## src/rtl/mem_boot_ctrl.sv

```systemverilog
// Boot loader: streams an image into instruction/data memories, holds the core in
// reset for a fixed settle time, then runs it for a bounded (or unbounded) cycle count.
module mem_boot_ctrl #(
  parameter int unsigned DATA_SIZE    = 32,
  parameter int unsigned ADDRESS_SIZE = 32,
  parameter int unsigned NUM_MEM      = 2,
  parameter int unsigned SEL_W        = 1,
  parameter int unsigned HOLD_CYCLES  = 10,
  parameter int unsigned CYCLE_W      = 16
) (
  input  logic                    clk,
  input  logic                    reset_n,
  input  logic                    start,
  input  logic                    abort,
  input  logic [CYCLE_W-1:0]      run_cycles,
  input  logic                    s_valid,
  output logic                    s_ready,
  input  logic [DATA_SIZE-1:0]    s_data,
  input  logic [SEL_W-1:0]        s_sel,
  input  logic                    s_last,
  output logic [NUM_MEM-1:0]      mem_we,
  output logic [ADDRESS_SIZE-1:0] mem_addr,
  output logic [DATA_SIZE-1:0]    mem_wdata,
  output logic                    core_reset_n,
  output logic                    core_run,
  output logic                    busy,
  output logic                    done,
  output logic                    sel_err,
  output logic [CYCLE_W-1:0]      cycle_count
);

  localparam int unsigned HOLD_W = (HOLD_CYCLES > 1) ? $clog2(HOLD_CYCLES) : 1;

  typedef enum logic [2:0] {
    IDLE = 3'd0,
    LOAD = 3'd1,
    HOLD = 3'd2,
    RUN  = 3'd3,
    DONE = 3'd4
  } state_t;

  state_t                  state;
  state_t                  state_nx;
  logic [ADDRESS_SIZE-1:0] addr_cnt [NUM_MEM];
  logic [CYCLE_W-1:0]      run_len;
  logic [HOLD_W-1:0]       hold_cnt;
  logic [NUM_MEM-1:0]      sel_oh;
  logic [ADDRESS_SIZE-1:0] sel_addr;
  logic [CYCLE_W-1:0]      count_inc;
  logic                    sel_ok;
  logic                    accept;
  logic                    enter_load;
  logic                    hold_end;
  logic                    run_end;

  // Decode the beat's target memory without indexing by an out-of-range select
  always_comb begin
    sel_oh   = '0;
    sel_addr = '0;
    for (int i = 0; i < NUM_MEM; i++) begin
      if (s_sel == SEL_W'(i)) begin
        sel_oh[i] = 1'b1;
        sel_addr  = addr_cnt[i];
      end
    end
  end

  assign sel_ok     = |sel_oh;
  assign accept     = (state == LOAD) && s_valid && !abort;
  assign enter_load = ((state == IDLE) || (state == DONE)) && start && !abort;
  assign hold_end   = (hold_cnt == HOLD_W'(HOLD_CYCLES - 1));
  assign count_inc  = (&cycle_count) ? cycle_count : cycle_count + CYCLE_W'(1);
  assign run_end    = (run_len != '0) && (count_inc == run_len);

  always_ff @(posedge clk or negedge reset_n) begin
    if (!reset_n) state <= IDLE;
    else          state <= state_nx;
  end

  // Next state; abort overrides everything
  always_comb begin
    state_nx = state;
    if (abort) begin
      state_nx = IDLE;
    end else begin
      case (state)
        IDLE, DONE: if (start) state_nx = LOAD;
        LOAD:       if (accept && s_last) state_nx = HOLD;
        HOLD:       if (hold_end) state_nx = RUN;
        RUN:        if (run_end) state_nx = DONE;
        default:    state_nx = IDLE;
      endcase
    end
  end

  always_ff @(posedge clk or negedge reset_n) begin
    if (!reset_n) begin
      for (int i = 0; i < NUM_MEM; i++) addr_cnt[i] <= '0;
      run_len      <= '0;
      hold_cnt     <= '0;
      mem_we       <= '0;
      mem_addr     <= '0;
      mem_wdata    <= '0;
      sel_err      <= 1'b0;
      cycle_count  <= '0;
      s_ready      <= 1'b0;
      busy         <= 1'b0;
      done         <= 1'b0;
      core_reset_n <= 1'b0;
      core_run     <= 1'b0;
    end else begin
      mem_we <= '0;
      if (enter_load) begin
        for (int i = 0; i < NUM_MEM; i++) addr_cnt[i] <= '0;
        cycle_count <= '0;
        sel_err     <= 1'b0;
        run_len     <= run_cycles;
      end
      if (accept) begin
        if (sel_ok) begin
          mem_we    <= sel_oh;
          mem_addr  <= sel_addr;
          mem_wdata <= s_data;
          for (int i = 0; i < NUM_MEM; i++) begin
            if (sel_oh[i]) addr_cnt[i] <= addr_cnt[i] + ADDRESS_SIZE'(1);
          end
        end else begin
          sel_err <= 1'b1;
        end
      end
      hold_cnt <= ((state == HOLD) && (state_nx == HOLD)) ? hold_cnt + HOLD_W'(1) : '0;
      if ((state == RUN) && !abort) cycle_count <= count_inc;
      // Status flags are registered copies of the upcoming state
      s_ready      <= (state_nx == LOAD);
      busy         <= (state_nx == LOAD) || (state_nx == HOLD) || (state_nx == RUN);
      done         <= (state_nx == DONE);
      core_reset_n <= (state_nx == RUN) || (state_nx == DONE);
      core_run     <= (state_nx == RUN);
    end
  end

endmodule

```

## config.mk

```make
export PLATFORM = sky130hd
export DESIGN_NAME = mem_boot_ctrl
export DESIGN_NICKNAME = d
export VERILOG_FILES = /design/src/rtl/mem_boot_ctrl.sv
export SDC_FILE = /design/constraint.sdc
export NUM_CORES = 1
export LEC_CHECK = 0
export BUFFER_PORTS_ARGS = -buffer_cell sky130_fd_sc_hd__buf_4
export CAP_MARGIN = 15
export CORE_UTILIZATION = 40
export DETAILED_ROUTE_END_ITERATION = 10
export PLACE_DENSITY_LB_ADDON = 0.05
export RECOVER_POWER = 25
export SLEW_MARGIN = 5
export SYNTH_ARGS = -nofsm -noshare
export SYNTH_HDL_FRONTEND = slang
export SYNTH_SLANG_ARGS = --single-unit
```

## constraint.sdc

```tcl
create_clock -name clk -period 3.35 [get_ports clk]
set_clock_uncertainty 0.15 [all_clocks]
set_input_delay 0 -clock clk [delete_from_list [all_inputs] [get_ports clk]]
set_output_delay 0 -clock clk [all_outputs]
set_load 0.02 [all_outputs]
```

==> impl_metrics.yaml <==
status:
  status: "complete, but fails checks"
  violations: "max-capacitance violations, max-slew violations"
clock_tree:
  cts.sinks: 174
  cts_buffers: 17
  h-tree-depth: 4
  clock_path_buffers: 2
  path_clk_slew_ns: 0.07
  clockRootBuffer: "clkbuf_16"
  clk_latency_ns: 0.43
  cts-resized-gates: 0
  cts_tree: "done"
final_layout:
  n_antenna_cell: 0
  nFillCells: 2001
  nets: 1191
  seq_area_um2: 4350
  drive_gt1_share_pct: 16.7
  synthToLayoutAreaGrowth_pct: 28.3
  multi_input_area_um2: 3990
synth:
  ys_ff_latch: 174
  muxShareOfSynthArea_pct: 5.98
  ys_types: 61
  synthCells: 945
  synth.cell_area_um2: 8600
  synth_xor_xnor_area_share_pct: 3.36
  synth.yosys.warnings: 0
  yosys.area_share.simple_pct: 25.2
  synth_top_family_by_area: "simple AND/OR/NAND/NOR gates"
  synth_compound_area_share_pct: 10.9
  synth-edff-count: 0
  syn_avg_cell_area_um2: 9.10
  async_reset_ff_share_pct: 100
  syn_nets: 1005
  yosysSeqAreaShare_pct: 50.7
  synthFlopType: "dfrtp_1"
  synth-adder-area-share_pct: 0.728
route:
  num_vias: 7451
  drtIter0Drc: 403
  via_per_inst: 5.25
  wl_per_cell_um: 16.6
  ant_nets: 0
  drc: 0
  dr.pass1.iters: 5
  drt-total-wl_mm: 23.6
floorplanning:
  core_area_um2: 21000
  dieArea_um2: 22100
  io_pins: 143
  initial_core_util_pct: 40.9
  die_x_um: 149
  die_y_um: 149
  rows: 53
pwr:
  clkPwrFrac_pct: 38.6
  power.internal_uw: 3740
  p_per_area_nw_per_um2: 478
  power_frac_seq_pct: 45.4
  p_sw_share_pct: 29.1
  vdd_ir_drop_max_uv: 276
  power.switching_uw: 1530
  combinationalPowerShare_pct: 16.0
  p_leak_uw: 0.00523
grt:
  antenna_found_initial: 0
  grt_pass1_vias: 7015
  grt_usage_pct: 22.2
  grt_max_degree: 78
  grt_pass1_wl_mm: 37.9
  grt_overflow: 0
placement:
  io_buffers: 141
  routabilityCongestion: 0.891
  pre_cts_slack_ns: 0.279
  post-dp-hpwl_mm: 16.1
critical_path:
  required_ns: 3.51
  critical-path-top-delay-family: "simple AND/OR/NAND/NOR gates"
  criticalPathCategory: "flop to flop"
  slowest_stage: "or4_1"
  crit_path_start_kind: "flop"
  cp_slowest_stage_delay_ns: 0.56
  critPathCaptureType: "flop"
  critPathMaxFanout: 7
  cp.arrival_ns: 3.24
  crit_buf_inv: 1
  worstPathCellList: "ha_1 -> and3_1 -> a41oi_1 -> xnor2_1 -> nand4_1 -> or4_1 -> nor4_2 -> buf_4 -> o21ai_1"
sta:
  slew_viol_final: 69
  clock.fmax_mhz: 324
  slew_headroom_pct: -22.6
  setup_viol: 0
  rsz0062_at_grt: "false"
  fin_crit_ns: 3.08
  setup_ws_ns: 0.268
  hold_viol_final: 0
  fin_tns_setup_ns: 0
  min_period_over_period_pct: 92.0
  worst_pin_slew_ns: 1.84
min_path:
  worstHoldPathType: "input pin to flop"
flow_run:
  maxCapViolCount: 1
## placed cells by master, fill, tap and decap left out, types with 20 or more instances in the layout
cell | netlist | routed
nand2_1 | 248 | 248
nand4_1 | 25 | 25
xor2_1 | 24 | 24
a21oi_1 | 22 | 22
clkbuf_1 | 31 | 20
dlygate4sd3_1 | 0 | 55
nand3_1 | 50 | 50
mux2i_1 | 48 | 48
dfrtp_1 | 174 | 174
nor2_1 | 58 | 56
buf_4 | 1 | 141
o21ai_0 | 73 | 73
## worst reg2reg max path: stages, from the launching register on
cell     delay, ns
dfrtp_1       0.45
ha_1          0.30
and3_1        0.36
a41oi_1       0.23
xnor2_1       0.26
nand4_1       0.11
or4_1         0.56
nor4_2        0.32
buf_4         0.18
o21ai_1       0.07
## routing by layer
| metal | vias to the layer above | track usage (%) | share of wire [%] |
|---|---|---|---|
| met5 | - | 0 | 0 |
| met4 | 0 | 5.62 | 1.2 |
| met3 | 21 | 3.62 | 4.5 |
| met2 | 165 | 35.4 | 47 |
| met1 | 3587 | 31.5 | 47 |
| li1 | 3678 | - | - |
## power groups by stage
stage	Clock (uW)	Sequential, uW	Combinational (uW)
3_3_place_gp	0	2430	823
6_report	2040	2390	844
4_1_cts	2080	2390	877
5_1_grt	2170	2410	926
3_5_place_dp	0	2430	822
2_1_floorplan	0	2550	287
## path summary, 6_finish.rpt
path                                start      endpoint  slack, ns  depth (start not counted)
hold reg to reg              mem_wdata[0]  mem_wdata[0]       0.32                          2
min in group asynchronous         reset_n   hold_cnt[0]       0.45                          2
max in group asynchronous         reset_n   addr_cnt[9]       0.60                          3
setup / recovery           cycle_count[1]      core_run       0.27                          9
hold / removal                      s_sel  mem_addr[30]       0.02                          3
setup reg to reg           cycle_count[1]      core_run       0.27                          9
## timing repair
| item | in CTS | in global routing |
|---|---|---|
| setup buffers | 0 | 0 |
| endpoints found under the hold margin | 182 | 0 |
| hold buffers | 55 | 0 |
## layout make-up
type | instances | share of cell area [%]
clock buffer | 18 | 3.89
clock inverter | 14 | 1.45
inverter | 12 | 0.408
multi-input combinational | 708 | 36.2
sequential | 174 | 39.5
tap | 275 | 3.12
timing repair buffer | 218 | 15.5
## cell families (layout without fill, tap and decap cells)
kind of cell | count (synthesis) | in the layout
compound gates | 155 | 155
xor+xnor | 33 | 33
fa+ha+maj | 5 | 5
buf+inv | 63 | 262
flops | 174 | 174
mux | 51 | 51
other cells | 1 | 1
simple gates | 463 | 463
## cell usage after synthesis, drive strengths merged, types with 7 or more instances
library cell | instances | area [um^2]
and3 | 17 | 106
nor2 | 58 | 218
mux2i | 48 | 480
a31oi | 9 | 56.3
buf | 19 | 106
a21oi | 22 | 110
clkbuf | 32 | 121
inv | 12 | 45.0
o211ai | 7 | 52.6
xnor2 | 9 | 78.8
nor3 | 13 | 65.1
nand4 | 28 | 203
nor4 | 10 | 90.1
dfrtp | 174 | 4350
o21ai | 75 | 375
o31ai | 11 | 82.6
xor2 | 24 | 210
nand2 | 248 | 931
and4 | 12 | 105
nand3 | 51 | 260
## flip-flops by register name, indices dropped and copies added, names as in the netlist
name / count
cycle_count: 16
run_len: 16
s_ready: 1
done: 1
state: 3
mem_wdata: 32
mem_we: 2
busy: 1
hold_cnt: 4
core_run: 1
addr_cnt: 64
core_reset_n: 1
mem_addr: 32
## per-stage QoR
step           instance area, um^2  total power [uW]  hold WS (ns)  instances  utilization [%]
6_report                     11000              5270        0.0192       1419             52.5
2_1_floorplan                 8600              2840        -0.446        945                -
5_1_grt                      11000              5510        0.0688       1419             52.5
4_1_cts                      11100              5350        0.0225       1419             52.9
3_3_place_gp                  9980              3260       -0.0806       1332             47.5
3_5_place_dp                  9980              3250       -0.0766       1332             47.5
No activity file was read; power rests on OpenSTA's default activity.
